--- config.mk ---
export PLATFORM = sky130hd
export DESIGN_NAME = tube_write_buffer
export DESIGN_NICKNAME = d
export VERILOG_FILES = /design/src/rtl/tube_write_buffer_pkg.sv /design/src/rtl/tube_write_buffer_sync_fifo.sv /design/src/rtl/tube_write_buffer.sv
export SDC_FILE = /design/constraint.sdc
export NUM_CORES = 1
export LEC_CHECK = 0
export ABC_CLOCK_PERIOD_IN_PS = 2600
export CAP_MARGIN = 0
export CORE_MARGIN = 4
export CORE_UTILIZATION = 55
export DETAILED_ROUTE_END_ITERATION = 6
export DONT_BUFFER_PORTS = 1
export GPL_ROUTABILITY_DRIVEN = 0
export PLACE_DENSITY = 0.71
export SKIP_LAST_GASP = 1
export SYNTH_ARGS = -nofsm -noshare
export SYNTH_HDL_FRONTEND = slang
export SYNTH_SLANG_ARGS = --single-unit
--- constraint.sdc ---
create_clock -name clk -period 2.6 [get_ports clk]
set_clock_uncertainty 0.15 [all_clocks]
set_input_delay 0 -clock clk [delete_from_list [all_inputs] [get_ports clk]]
set_output_delay 0 -clock clk [all_outputs]
set_load 0.01 [all_outputs]
--- src/rtl/tube_write_buffer_pkg.sv ---
// Purpose: shared constants, request payload and FSM state type for the tube write buffer.
// Ports:   none (package).
package tube_write_buffer_pkg;

  localparam logic [2:0]  TUBE_ADDR_LO = 3'b000;
  localparam logic [2:0]  TUBE_ADDR_HI = 3'b001;
  localparam int unsigned TUBE_TICK    = 2501;
  localparam int unsigned TUBE_ADDR_W  = 3;
  localparam int unsigned TUBE_DATA_W  = 32;
  localparam int unsigned TUBE_REQ_W   = TUBE_ADDR_W + TUBE_DATA_W;

  typedef struct packed {
    logic [TUBE_ADDR_W-1:0] addr;
    logic [TUBE_DATA_W-1:0] data;
  } tube_req_t;

  typedef enum logic {
    ST_IDLE = 1'b0,
    ST_HOLD = 1'b1
  } tube_state_t;

  // True for the two addresses the tube actually implements.
  function automatic logic is_tube_addr(input logic [TUBE_ADDR_W-1:0] addr);
    return (addr == TUBE_ADDR_LO) || (addr == TUBE_ADDR_HI);
  endfunction

endpackage

--- src/rtl/tube_write_buffer_sync_fifo.sv ---
// Purpose: small synchronous FIFO; dout shows the head entry whenever !empty.
// Ports:   clk, reset (sync, active-high), push/din write side, pop/dout read side,
//          count (occupancy), full, empty.
module sync_fifo #(
  parameter int unsigned WIDTH = 35,
  parameter int unsigned DEPTH = 4
) (
  input  logic                     clk,
  input  logic                     reset,
  input  logic                     push,
  input  logic                     pop,
  input  logic [WIDTH-1:0]         din,
  output logic [WIDTH-1:0]         dout,
  output logic [$clog2(DEPTH):0]   count,
  output logic                     full,
  output logic                     empty
);

  localparam int unsigned PTR_W = $clog2(DEPTH);
  localparam int unsigned CNT_W = $clog2(DEPTH) + 1;

  logic [WIDTH-1:0] r_mem [DEPTH];
  logic [PTR_W-1:0] r_wr_ptr;
  logic [PTR_W-1:0] r_rd_ptr;
  logic [CNT_W-1:0] r_count;
  logic             w_push;
  logic             w_pop;

  // Guard against overrun/underrun so the pointers can never desynchronise.
  assign w_push = push & ~full;
  assign w_pop  = pop & ~empty;

  // Pointers wrap naturally because DEPTH is a power of two.
  always_ff @(posedge clk) begin
    if (reset) begin
      r_wr_ptr <= '0;
      r_rd_ptr <= '0;
      r_count  <= '0;
    end else begin
      if (w_push) r_wr_ptr <= r_wr_ptr + PTR_W'(1);
      if (w_pop)  r_rd_ptr <= r_rd_ptr + PTR_W'(1);
      case ({w_push, w_pop})
        2'b10:   r_count <= r_count + CNT_W'(1);
        2'b01:   r_count <= r_count - CNT_W'(1);
        default: r_count <= r_count;
      endcase
    end
  end

  // Storage needs no reset; entries are only visible through the counted window.
  always_ff @(posedge clk) begin
    if (w_push) r_mem[r_wr_ptr] <= din;
  end

  assign dout  = r_mem[r_rd_ptr];
  assign count = r_count;
  assign full  = (r_count == CNT_W'(DEPTH));
  assign empty = (r_count == '0);

endmodule

--- src/rtl/tube_write_buffer.sv ---
// Purpose: queues CPU stores for the digital tube and holds each one on the tube port
//          long enough to be sampled; CPU reads are served from shadow registers.
// Ports:   clk, reset (sync, active-high)
//          cpu_we/cpu_addr/cpu_wdata  store strobe, address, data from the bridge
//          cpu_rdata                  read data from shadows (combinational)
//          cpu_stall                  FIFO full, bridge must hold its store
//          overflow                   sticky flag: a store was dropped while stalled
//          busy                       work queued or an entry is being held
//          tube_we/tube_addr/tube_din registered drive to the tube peripheral
module tube_write_buffer
  import tube_write_buffer_pkg::*;
#(
  parameter int unsigned DEPTH       = 4,
  parameter int unsigned HOLD_CYCLES = TUBE_TICK
) (
  input  logic        clk,
  input  logic        reset,
  input  logic        cpu_we,
  input  logic [2:0]  cpu_addr,
  input  logic [31:0] cpu_wdata,
  output logic [31:0] cpu_rdata,
  output logic        cpu_stall,
  output logic        overflow,
  output logic        busy,
  output logic        tube_we,
  output logic [2:0]  tube_addr,
  output logic [31:0] tube_din
);

  localparam int unsigned CNT_W  = $clog2(DEPTH) + 1;
  localparam int unsigned HOLD_W = $clog2(HOLD_CYCLES);

  tube_state_t       r_state;
  logic [HOLD_W-1:0] r_hold_cnt;
  logic              r_tube_we;
  logic [2:0]        r_tube_addr;
  logic [31:0]       r_tube_din;
  logic [31:0]       r_shadow_lo;
  logic [3:0]        r_shadow_hi;
  logic              r_overflow;

  logic              w_valid_addr;
  logic              w_accept;
  logic              w_hold_done;
  logic              w_pop;
  tube_req_t         w_push_req;
  tube_req_t         w_head;
  logic [CNT_W-1:0]  w_fifo_count;
  logic              w_fifo_full;
  logic              w_fifo_empty;

  assign w_valid_addr = is_tube_addr(cpu_addr);
  assign w_accept     = cpu_we & w_valid_addr & ~w_fifo_full;
  assign w_push_req   = '{addr: cpu_addr, data: cpu_wdata};
  assign w_hold_done  = (r_hold_cnt == HOLD_W'(HOLD_CYCLES - 1));

  // Pop when idle with work, or at the end of a hold so the next entry follows with no gap.
  assign w_pop = ~w_fifo_empty & ((r_state == ST_IDLE) | w_hold_done);

  sync_fifo #(
    .WIDTH (TUBE_REQ_W),
    .DEPTH (DEPTH)
  ) u_fifo (
    .clk   (clk),
    .reset (reset),
    .push  (w_accept),
    .pop   (w_pop),
    .din   (w_push_req),
    .dout  (w_head),
    .count (w_fifo_count),
    .full  (w_fifo_full),
    .empty (w_fifo_empty)
  );

  // Hold FSM: each popped entry stays on the tube port for HOLD_CYCLES cycles.
  always_ff @(posedge clk) begin
    if (reset) begin
      r_state     <= ST_IDLE;
      r_hold_cnt  <= '0;
      r_tube_we   <= 1'b0;
      r_tube_addr <= '0;
      r_tube_din  <= '0;
    end else begin
      case (r_state)
        ST_IDLE: begin
          if (w_pop) begin
            r_state     <= ST_HOLD;
            r_hold_cnt  <= '0;
            r_tube_we   <= 1'b1;
            r_tube_addr <= w_head.addr;
            r_tube_din  <= w_head.data;
          end
        end
        ST_HOLD: begin
          if (w_hold_done) begin
            if (w_pop) begin
              r_hold_cnt  <= '0;
              r_tube_addr <= w_head.addr;
              r_tube_din  <= w_head.data;
            end else begin
              r_state   <= ST_IDLE;
              r_tube_we <= 1'b0;
            end
          end else begin
            r_hold_cnt <= r_hold_cnt + HOLD_W'(1);
          end
        end
        default: r_state <= ST_IDLE;
      endcase
    end
  end

  // Shadows track accepted stores immediately; dropped stores only raise overflow.
  always_ff @(posedge clk) begin
    if (reset) begin
      r_shadow_lo <= '0;
      r_shadow_hi <= '0;
      r_overflow  <= 1'b0;
    end else begin
      if (w_accept && (cpu_addr == TUBE_ADDR_LO)) r_shadow_lo <= cpu_wdata;
      if (w_accept && (cpu_addr == TUBE_ADDR_HI)) r_shadow_hi <= cpu_wdata[3:0];
      if (cpu_we && w_valid_addr && w_fifo_full) r_overflow <= 1'b1;
    end
  end

  always_comb begin
    cpu_rdata = '0;
    if (cpu_addr == TUBE_ADDR_LO)      cpu_rdata = r_shadow_lo;
    else if (cpu_addr == TUBE_ADDR_HI) cpu_rdata = {28'b0, r_shadow_hi};
  end

  assign cpu_stall = w_fifo_full;
  assign busy      = (w_fifo_count != '0) | (r_state == ST_HOLD);
  assign overflow  = r_overflow;
  assign tube_we   = r_tube_we;
  assign tube_addr = r_tube_addr;
  assign tube_din  = r_tube_din;

endmodule

==> Word-level counts from Yosys, hierarchy flattened <==
Memory sizes are Yosys's and may differ from the RTL's. A register that Yosys moved wholly into a read port is not among the register bits.
Cells that the tools add are included.
{ "op_classes": {"add_sub_neg": 5, "n_eq_ne": 8, "muxes": 23, "n_bitwise": 10, "n_reduce_logical": 10} }
{ "op_table": {"columns": ["operator", "n"], "rows": [
  ["2-to-1 mux 32 bit", 3],
  ["case mux 32 bit (2 select lines)", 1],
  ["2-to-1 mux 12 bit", 2],
  ["case mux 12 bit (2 select lines)", 1],
  ["adder 12 x 1 -> 12 bit, second input constant", 1],
  ["== test 12 bit, second input constant", 1],
  ["case mux 3 bit (2 select lines)", 2],
  ["2-to-1 mux 1 bit", 7],
  ["zero test 3 bit", 2],
  ["2-to-1 mux 3 bit", 2],
  ["AND 1 bit", 5],
  ["adder 2 x 1 -> 2 bit, second input constant", 2],
  ["logical AND 1 bit", 4],
  ["2-to-1 mux 2 bit", 2],
  ["2-to-1 mux 4 bit", 1],
  ["inequality test 2 x 1 -> 1 bit, second input constant", 2],
  ["case mux 1 bit (2 select lines)", 2],
  ["adder 3 x 1 -> 3 bit, second input constant", 1],
  ["== test 3 x 1 -> 1 bit, second input constant", 1],
  ["== test 3 bit, second input constant", 1],
  ["inverter 1 bit", 3],
  ["AND reduction 3 bit", 1],
  ["nonzero test 3 bit", 1],
  ["subtractor 3 x 1 -> 3 bit, second input constant", 1],
  ["6 further kinds", 7]
]} }
{ "word_totals": {"ff_bits": 93, "mem_bits_rw": 140, "in_bits": 38, "out_inout_bits": 71, "word_cells": 68, "mem_count": 1} }
{ "memory_table": {"columns": ["name", "words", "width", "rd", "rd_clocked_by_memory_dff", "write_ports", "line", "rtl"], "rows": [
  ["u_fifo.r_mem", 4, 35, 1, 1, 1, "tube_write_buffer_sync_fifo.sv:22", "logic [WIDTH-1:0] r_mem [DEPTH];"]
]} }

==> Depth between registers and ports, before layout <==
Gate-level depths: netlist of run 1.
{ "logic_depth": {"ltp_word": 7, "ltp_mapped": 11, "ltp_nobuf": 10} }

==> Cells and area by module <==
A second synthesis of run 1 with hierarchy kept.
{ "hier_totals": {"cells_unflattened": 693, "hier_area_um2": 9416.5} }
{ "modules_own_cells": {"columns": ["mod", "n_inst", "cells_per_inst", "area_per_inst_um2"], "rows": [
  ["sync_fifo", 1, 237, 5587.9],
  ["tube_write_buffer", 1, 456, 3828.7]
]} }

==> Least setup slack after synthesis of run 1 <==
OpenSTA, ideal clock, no wires.
{ "synth_timing": {"path_type": "register to register", "start": "register r_hold_cnt[0]", "end": "register u_fifo.r_count[2], in the netlist u_fifo.count[2]", "setup_ns": 0.070, "arrival_ns": 2.634, "path_slack_ns": -0.255, "stages_incl_launch_ff": 12, "period_less_slack_ns": 2.855, "cell_sequence": "dfxtp_1 -> inv_1 -> ha_1 -> and4bb_2 -> a31oi_4 -> clkbuf_1 -> nor2_1 -> ha_1 -> fa_1 -> xnor2_1 -> or3_1 -> a21oi_1"} }
{ "synth_between": {"elab_chain_len": 6, "elab_cells_between_ends": 8, "classes_between": "eq/ne (3); mux (1); bitwise (3); reduce/logical (1)"} }
{ "synth_rtl": {"columns": ["item", "line", "rtl"], "rows": [
  ["start, declared", "tube_write_buffer.sv:34", "logic [HOLD_W-1:0] r_hold_cnt;"],
  ["start signal, assigned", "tube_write_buffer.sv:105", "r_hold_cnt <= r_hold_cnt + HOLD_W'(1);"],
  ["== test 12 bit *", "tube_write_buffer.sv:55", "assign w_hold_done = (r_hold_cnt == HOLD_W'(HOLD_CYCLES - 1));"],
  ["OR 1 bit *", "tube_write_buffer.sv:58", "assign w_pop = ~w_fifo_empty & ((r_state == ST_IDLE) | w_hold_done);"],
  ["AND 1 bit *", "tube_write_buffer.sv:58", null],
  ["AND 1 bit *", "tube_write_buffer_sync_fifo.sv:31", "assign w_pop = pop & ~empty;"],
  ["via u_fifo.w_pop", "tube_write_buffer_sync_fifo.sv:27", "logic w_pop;"],
  ["== test 2 x 1 -> 1 bit or == test 2 bit (tied branches)", "tube_write_buffer_sync_fifo.sv:42", "case ({w_push, w_pop})"],
  ["case mux 3 bit (2 select lines) or nonzero test 2 bit (tied branches)", null, null],
  ["end signal, assigned", "tube_write_buffer_sync_fifo.sv:43", "2'b10: r_count <= r_count + CNT_W'(1);"],
  ["end signal, assigned", "tube_write_buffer_sync_fifo.sv:44", "2'b01: r_count <= r_count - CNT_W'(1);"],
  ["end signal, assigned", "tube_write_buffer_sync_fifo.sv:45", "default: r_count <= r_count;"],
  ["end, declared", "tube_write_buffer_sync_fifo.sv:25", "logic [CNT_W-1:0] r_count;"]
]} }
The timed path passes the listed nets; every way through them passes the cells marked *.
A chain may end at the register's enable or synchronous reset.

==> Worst setup path after layout of run 1 <==
{ "layout_timing": {"start": "register u_fifo.r_count[0], in the netlist u_fifo.count[0]", "end": "register r_tube_din[17], in the netlist tube_din[17]"} }
{ "layout_between": {"elab_chain_len": 6} }
{ "layout_rtl": {"columns": ["item", "line", "rtl"], "rows": [
  ["zero test 3 bit *", "tube_write_buffer_sync_fifo.sv:58", "assign empty = (r_count == '0);"],
  ["inverter 1 bit *", "tube_write_buffer.sv:58", null],
  ["AND 1 bit *", "tube_write_buffer.sv:58", null],
  ["2-to-1 mux 32 bit *", null, null],
  ["2-to-1 mux 32 bit", null, null],
  ["case mux 32 bit (2 select lines) *", null, null],
  ["end signal, assigned", "tube_write_buffer.sv:91", "r_tube_din <= w_head.data;"],
  ["end signal, assigned", "tube_write_buffer.sv:99", "r_tube_din <= w_head.data;"],
  ["end, declared", "tube_write_buffer.sv:37", "logic [31:0] r_tube_din;"]
]} }
Every way passes the cells marked *; elsewhere a longest branch is shown, timed or not. The select of a mux whose other input is x is not followed.

==> metrics.yaml, run 1 <==
status:
  status: "finished, final reports clean"
cts:
  cts_buffers: 23
  clkTransAtPathRegs_ps: 60
  clock_sinks: 235
  cts_tree: "yes"
  clock-root-buffer: "clkbuf_16"
  htreeDepth: 1
  cts_setup_buffers: 0
  cts_buffer_depth: 3
  clkLatencyLatePin_ps: 510
critical_path:
  timing.critical_path.arrival_ps: 2750
  reg2reg_from: "u_fifo.count[0]"
  crit_path_start: "u_fifo.count[0]"
  cp_slowest_cell: "or3_2"
  critical_path.cell_chain: "or3_2 > buf_4 > nand3_1 > a21oi_1 > dlygate4sd3_1"
  crit_family: "simple AND/OR/NAND/NOR gates"
  cp_max_fo: 31
  end_kind: "register"
  cp_slowest_stage_delay_ps: 860
  path_buf_inv: 2
  start_kind: "register"
  crit_cells: 5
  cp.required_ps: 2840
  critPathKind: "register to register"
  worstRegToRegCells: 5
sta:
  setup_viol: 0
  worstMarginPinSlew_ps: 1160
  min_period_ps: 2510
  rsz0062_at_grt: "no"
  final.setup.tns_ps: 0
  slew_violations: 0
  worst_hold_slack_ps: 41.2
  hold_viol: 0
  finalCritPeriodShare_pct: 96.6
  relSlewSlack_pct: 22.5
  clock.fmax_ghz: 0.398
global_route:
  grt_pass1_vias: 5975
  gr-total-overflow: 0
  grt.total_usage_pct: 22.0
  grt_pass1_wl_um: 31900
  grt_max_degree: 92
  antenna_found_initial: 0
drt:
  vias: 5718
  routedWlPerCell_um: 21.6
  ant_nets: 0
  first_pass_iters: 5
  avgViaCountPerCell: 6.00
  routed_wl_um: 20600
  drc: 0
  dr.first_iter.drc_count: 384
floorplanning:
  dieArea_mm2: 0.0188
  start_util_pct: 57.0
  die_h_um: 137
  row_count: 46
  die_w_um: 137
  coreArea_mm2: 0.0161
  io_pins: 109
placed_design:
  dpl_cell_area_mm2: 0.00938
  dp_cells: 871
  place_hpwl_um: 12000
  io_buffers: 0
logic_synthesis:
  syn-cell-area_mm2: 0.00918
  synth_cell_type_count: 46
  yosys.area.top_type: "edfxtp_1"
  ys.flop_type: "edfxtp_1"
  synth.top_cell.area_share_pct: 45.8
  yosys_warnings: 0
  netlist_instances: 691
  async_flop_share_pct: 0
  yosysSeqAreaShare_pct: 66.5
  synth.area.top_cells: "edfxtp_1 (46%), dfxtp_1 (21%), mux4_2 (8.6%), a21oi_1 (4.6%), nand2_1 (3.1%)"
  ys_ff_latch: 235
  synth_nets: 737
  synth_edf_count: 140
  synth_area_per_cell_um2: 13.3
power:
  total_power_mw: 9.92
  pwr_density_cell_mw_per_mm2: 946
  p_leak_nw: 3.49
  ir_worst_vdd_v: 0.000614
final_layout:
  n_fill_cell: 1173
  drive_above_1_share_pct: 15.3
  stdcell_area_mm2: 0.0105
  fin_cells: 953
  final_nets: 766
  synthToLayoutAreaGrowth_pct: 14.2
  diodes: 0
worst_hold_path:
  hold_depth: 2
  min_from: "cpu_addr[2]"
  hold_path_class: "input port to output port"
run:
  drv_cap: 0
==> state kept, by name, summed over array words and instances (netlist names), named ones only <==
register	flops
u_fifo.r_wr_ptr	2
u_fifo.r_rd_ptr	2
u_fifo.r_mem	140
r_shadow_hi	4
u_fifo.count	3
r_hold_cnt	12
overflow	1
r_state	1
tube_we	1
r_shadow_lo	32
tube_addr	3
tube_din	32
==> layer usage <==
layer	vias to the layer above	GRT usage, %	part of all wire, %
met1	2866	27.6	39
li1	2632	-	-
met5	-	0	0
met3	32	5.73	7.7
met2	188	38.4	52
met4	0	5.27	1.6
==> cell type report <==
type | count | area (µm²) | share of cell area (%)
flip-flops and latches | 235 | 6110 | 58.3
multi-input cells | 395 | 2820 | 26.9
clock buffers | 28 | 604 | 5.76
repair buffers | 56 | 567 | 5.40
well taps | 216 | 270 | 2.58
clock inverters | 14 | 82.6 | 0.787
inverters | 9 | 33.8 | 0.322
==> final timing paths <==
path                    endpoint  slack, ps
setup reg to reg    tube_din[17]         90
setup / recovery    tube_din[17]         90
hold reg to reg   r_shadow_lo[7]        300
hold / removal      cpu_rdata[1]         40
==> placed cells by master, fill, tap and decap left out, drive strengths merged, types with 11 or more instances in the layout <==
master	netlist	final
a21oi	84	84
and3	36	36
buf	13	17
clkbuf	39	28
dfxtp	95	95
dlygate4sd3	0	39
edfxtp	140	140
inv	9	11
mux4	35	35
nand2	76	76
nand3	47	47
nor2	17	17
o21ai	41	41
==> synthesized netlist by cell type, types with 5 or more instances <==
cell type	instances
and3_1	36
or3_1	7
inv_1	9
o21ai_1	5
a21oi_1	84
buf_2	8
ha_1	7
mux2i_1	5
dfxtp_1	95
edfxtp_1	140
buf_6	5
mux4_2	35
o21ai_0	36
nor2_1	17
clkbuf_1	38
nand2_1	76
nand3_1	47
==> power by group <==
group	internal [mW]	switching (mW)	leakage, nW
clock	1.67	1.38	0.329
combinational	0.879	1.35	1.12
sequential	4.29	0.366	2.04
total	6.83	3.09	3.49
==> kinds of logic after synthesis <==
logic type / share of synthesized area (%)
multiplexers: 9.13
XOR/XNOR: 0.668
AND/OR/NAND/NOR: 11.8
flip-flops: 66.5
adder cells (fa/ha/maj): 1.17
buffers and inverters: 3.12
AO/OA/AOI/OAI: 7.64
==> repair_timing <==
action / in CTS / in global routing
setup endpoints to repair: 0 / 1
resized for setup: 0 / 1
hold buffers: 40 / 0
endpoints found under the hold margin: 235 / 0
==> metrics by stage <==
stage / worst slack, ps / utilization [%]
finish: 88.9 / 65.1
global route: 4.34 / 65.1
CTS: 46.1 / 65.1
detailed placement: 129 / 58.2
global placement: 190 / 58.2
floorplan: 4.43 / -
Power figures use the tool's default switching activity.
==> inputs of run 2 (changes only) <==
- SYNTH_HIERARCHICAL: default -> 1
==> run 2 against run 1 <==
  * The flow now finishes with violations (negative hold slack, negative setup slack)
  * Setup slack worse by 180 ps
  * Flip-flop and latch count is the same
  * Clock power up 12%
  * Global-route usage is 0.17 points higher
  * Maximum frequency fell by 6.8%
  * Combinational power decreased by 77%
  * Largest power group unchanged
  * Highest routed layer unchanged
==> metrics.yaml, run 2 <==
status:
  status: "finished, violations left"
  violations: "negative hold slack, negative setup slack"
critical_path:
  end_kind: "register"
  timing.critical_path.arrival_ps: 2980
  cp.required_ps: 2890
  critPathKind: "register to register"
  cp_max_fo: 2
  start_kind: "register"
logic_synthesis:
  synth_edf_count: 140
  yosys.area_share.adder_pct: 1.14
  yosysMostFrequentCell: "edfxtp_1"
  yosys.area.top_type: "edfxtp_1"
  synth.top_cell.area_share_pct: 44.6
  yosys.area_share.simple_pct: 12.7
  yosys_warnings: 6
  synth_cell_type_count: 55
  netlist_instances: 693
  synth_nets: 739
  synth-compound-area-share_pct: 7.57
  synth_commonest_cells: "edfxtp_1 (140), dfxtp_1 (95), a21oi_1 (79)"
  ys.flop_type: "edfxtp_1"
  synth_xor_area_share_pct: 0.558
  ys_ff_latch: 235
  synth.mux.area_fraction_pct: 9.10
  synth.area.top_cells: "edfxtp_1 (45%), dfxtp_1 (20%), mux4_2 (7.2%), a21oi_1 (4.2%), nand2_1 (3.0%)"
  async_flop_share_pct: 0
  synth_top_family_by_area: "simple AND/OR/NAND/NOR gates"
  syn-cell-area_mm2: 0.00942
  synth_area_per_cell_um2: 13.6
  yosysSeqAreaShare_pct: 64.8
floorplanning:
  row_count: 47
  io_pins: 109
  dieArea_mm2: 0.0193
  die_w_um: 139
  die_h_um: 139
  start_util_pct: 56.4
  coreArea_mm2: 0.0167
sta:
  clock.fmax_ghz: 0.371
  min_period_ps: 2700
  relSlewSlack_pct: 51.4
  finalCritPeriodShare_pct: 104
  worstMarginPinSlew_ps: 730
  worst_hold_slack_ps: -597
  slew_violations: 0
  rsz0062_at_grt: "yes"
  setup_slack_ps: -95.0
  hold_viol: 47
  setup_viol: 17
drt:
  routedWlPerCell_um: 21.2
  dr.first_iter.drc_count: 461
  vias: 6276
  first_pass_iters: 5
  avgViaCountPerCell: 5.89
  routed_wl_um: 22600
  drc: 0
  ant_nets: 0
placed_design:
  dp_cells: 901
  post-place-ws_ps: -126
  dpl_cell_area_mm2: 0.00970
  io_buffers: 0
  place_hpwl_um: 12000
run:
  drv_cap: 0
global_route:
  antenna_found_initial: 0
  grt_pass1_vias: 6404
  grt.total_usage_pct: 22.2
  grt_pass1_wl_um: 34700
  grt_max_degree: 99
  gr-total-overflow: 0
cts:
  clkLatencyLatePin_ps: 500
  clkTransAtPathRegs_ps: 60
  cts_buffer_depth: 3
  clock_sinks: 235
  cts_buffers: 24
  cts_hold_buf: 117
  clock-root-buffer: "clkbuf_16"
  cts_tree: "yes"
  htreeDepth: 1
final_layout:
  regMostFlops: "u_fifo/r_mem"
  n_fill_cell: 1093
  diodes: 0
  drive_above_1_share_pct: 18.9
  final_nets: 874
  layout_commonest_cell: "edfxtp_1"
  fin_cells: 1066
  multi_input_area_mm2: 0.00304
  synthToLayoutAreaGrowth_pct: 25.2
  stdcell_area_mm2: 0.0118
  layout_common_cells: "edfxtp_1 (140), dlygate4sd3_1 (102), dfxtp_1 (89)"
  seq_area_mm2: 0.00612
  largest_reg_flops: 140
worst_hold_path:
  hold_path_class: "input port to register"
power:
  ir_worst_vdd_v: 0.000511
  pwr_density_cell_mw_per_mm2: 678
  p_leak_nw: 4.14
## run 2: cell count changes after synthesis, moves of 4 or more
cell,delta
a21oi_1,-5
nand3_1,-34
o21ai_1,-5
and2_1,+33
a31oi_1,+4
mux4_2,-5
and3_1,-31
a211o_1,+4
clkbuf_1,-12
mux4_1,+5
nand3b_1,+35
## run 2: worst max-delay path: stages (launching register included)
cell,delay [ps]
dfxtp_1,320
inv_2,70
ha_4,120
and4bb_2,280
a31oi_4,110
nor2_4,150
o31ai_4,90
inv_1,60
ha_2,170
inv_2,40
fa_2,360
xor2_2,160
or3_4,370
a21oi_2,150
## run 2: metrics by stage
stage          util, %  total power [mW]  TNS, ps
6_report          70.6              8.00     -657
5_1_grt           70.6              8.30    -2210
4_1_cts           69.9              7.97    -30.0
3_5_place_dp      58.1              4.48     -126
3_3_place_gp      58.1              4.47        0
2_1_floorplan        -              4.42     -217
## run 2: power by group
group | switching [mW] | internal, mW
Clock | 1.35 | 2.05
Sequential | 0.0596 | 4.02
Combinational | 0.271 | 0.252
## run 2: layout make-up
cell class,instances,share of cell area [%]
sequential,235,51.9
timing repair buffer,157,13.0
inverter,11,0.350
clock inverter,7,0.743
multi-input combinational,399,25.7
clock buffer,37,5.94
tap,220,2.33
## run 2: layer usage
metal	wire length (µm)	part of all wire, %	track usage, %
met4	621	2.7	7.62
met2	11300	50	38.2
met5	0	0	0
met1	9130	40	28.5
met3	1510	6.7	4.00
## run 2: cell families (layout without fill, tap and decap cells)
logic type	Yosys count	after routing
fa+ha+maj	8	8
flops	235	235
compound gates	131	131
buf+inv	59	212
mux	40	40
simple gates	214	214
xor+xnor	6	6
## run 2: timing repair
item / CTS / global route
hold endpoints to repair: 235 / 62
resized for setup: 5 / 21
gates cloned: 0 / 5
pin swaps: 3 / 15
setup endpoints to repair: 1 / 41
buffers inserted: 0 / 14
## run 2: final timing paths
kind                                    startpoint  depth (start not counted)              end  slack [ps]
worst min-delay path                         reset                          1     tube_addr[2]        -600
worst max-delay path                 r_hold_cnt[0]                         13  u_fifo/count[2]        -100
worst max register to register       r_hold_cnt[0]                         13  u_fifo/count[2]        -100
worst min register to register  u_fifo/r_rd_ptr[1]                          2         register         330
==> inputs of run 3 (changes only) <==
- CORE_MARGIN: 4 -> default
- HOLD_SLACK_MARGIN: default -> 0.03
==> run 3 against run 2 <==
  * The run ends with negative setup slack left
  * First-iteration DRC count decreased by 19%
  * Design area fell by 6.8%
  * Count of clock-buffer cells in the layout stayed put
  * Register-to-register slack hardly changed
  * Final cell count fell by 6.2%
  * Sequential power about the same
  * Wire length decreased by 7.2%
  * Clock power decreased by 6.5%
  * Non-clock buffer count fell by 67
  * Largest cell class unchanged
==> metrics.yaml, run 3 (synthesis gave the netlist of run 2 again) <==
global_route:
  antenna_found_initial: 1
  grt.total_usage_pct: 23.9
  gr-total-overflow: 0
  grt_max_degree: 99
  grt_pass1_vias: 6042
  grt_pass1_wl_um: 32700
final_layout:
  multi_input_area_mm2: 0.00299
  seq_area_mm2: 0.00611
  regMostFlops: "u_fifo/r_mem"
  final_nets: 807
  drive_above_1_share_pct: 18.2
  stdcell_area_mm2: 0.0110
  fin_cells: 1000
  post-route-util_pct: 66.1
  largest_reg_flops: 140
  synthToLayoutAreaGrowth_pct: 16.8
  n_fill_cell: 1181
  layout_common_cells: "edfxtp_1 (140), dfxtp_1 (89), a21oi_1 (78)"
  layout_commonest_cell: "edfxtp_1"
drt:
  first_pass_iters: 4
  dr.first_iter.drc_count: 373
  vias: 5839
  routedWlPerCell_um: 21.0
  ant_nets: 0
  routed_wl_um: 21000
  avgViaCountPerCell: 5.84
  drc: 0
sta:
  finalCritPeriodShare_pct: 103
  final.setup.tns_ps: -82.2
  min_period_ps: 2680
  worst_hold_slack_ps: 81.2
  setup_viol: 1
  setup_slack_ps: -82.2
  rsz0062_at_grt: "yes"
  clock.fmax_ghz: 0.373
  relSlewSlack_pct: 51.8
  worstMarginPinSlew_ps: 723
  slew_violations: 0
  hold_viol: 0
placed_design:
  dp_cells: 904
  io_buffers: 0
  dpl_cell_area_mm2: 0.00972
  place_hpwl_um: 12400
cts:
  htreeDepth: 1
  clock_sinks: 235
  clkTransAtPathRegs_ps: 60
  clkLatencyLatePin_ps: 510
  cts_buffers: 24
  cts_buffer_depth: 3
  cts_tree: "yes"
  clock-root-buffer: "clkbuf_16"
critical_path:
  cp_slowest_cell: "or3_1"
  crit_family: "simple AND/OR/NAND/NOR gates"
  cp_slowest_stage_delay_ps: 370
  end_kind: "register"
  cp_max_fo: 2
  cp.required_ps: 2890
  critPathKind: "register to register"
  path_buf_inv: 3
  start_kind: "register"
  critical_path.cell_chain: "inv_2 > ha_4 > and4bb_2 > a31oi_4 > nor2_2 > o31ai_2 > inv_1 > ha_2 > inv_1 > fa_2 > xor2_1 > or3_1 > a21oi_2"
  reg2reg_slack_ps: -80
  timing.critical_path.arrival_ps: 2970
  cp_common_cell: "inv_1"
worst_hold_path:
  hold_path_class: "input port to output port"
floorplanning:
  io_pins: 109
  dieArea_mm2: 0.0176
  start_util_pct: 56.6
  row_count: 47
  die_w_um: 133
  coreArea_mm2: 0.0166
  die_h_um: 133
power:
  p_int_mw: 6.05
  pwr-share-comb_pct: 5.9
  p_leak_nw: 3.64
  ir_worst_vdd_v: 0.000442
  p_switching_mw: 1.66
  power_frac_clock_pct: 41.2
  power_switching_share_pct: 21.6
  seqPwrFrac_pct: 52.9
  pwr_density_cell_mw_per_mm2: 701
status:
  status: "finished, violations left"
  violations: "negative setup slack"
run:
  drv_cap: 0
run 3: power groups by stage:
stage | logic [mW] | registers, mW | clock network, mW
floorplan | 0.281 | 4.14 | 0
finish | 0.452 | 4.08 | 3.18
global route | 0.490 | 4.08 | 3.38
CTS | 0.446 | 4.08 | 3.24
global placement | 0.313 | 4.15 | 0
detailed placement | 0.323 | 4.16 | 0
run 3: routing by layer:
metal	up-vias	GRT usage, %	routed length, µm
li1	2700	-	-
met1	2912	30.4	8540
met2	183	41.0	10600
met3	44	4.56	1390
met4	0	8.49	480
met5	-	0	0
run 3: final timing paths:
check,start,to,cells after the start
max,r_hold_cnt[0],u_fifo/count[2],13
min,cpu_addr[0],cpu_rdata[2],2
max reg2reg,r_hold_cnt[0],u_fifo/count[2],13
min reg2reg,r_shadow_lo[29],r_shadow_lo[29],2
run 3: through the flow:
stage	worst slack [ps]	total power, mW
2_1_floorplan	-217	4.42
3_3_place_gp	25.4	4.47
3_5_place_dp	-60.6	4.48
4_1_cts	0.398	7.76
5_1_grt	-171	7.95
6_report	-82.2	7.71
run 3: what timing repair did:
action / in CTS / in global routing
endpoints found under the setup margin: 1 / 3
resized for setup: 4 / 7
pin swaps: 6 / 6
setup buffers: 4 / 4
hold buffers: 43 / 0
endpoints found under the hold margin: 235 / 0
run 3: final cells by class:
cell class,count,share of cell area (%)
inverter,11,0.376
timing repair buffer,90,7.66
multi-input combinational,399,27.2
antenna,1,0.0228
clock buffer,37,6.37
tap,220,2.50
clock inverter,7,0.273
sequential,235,55.6
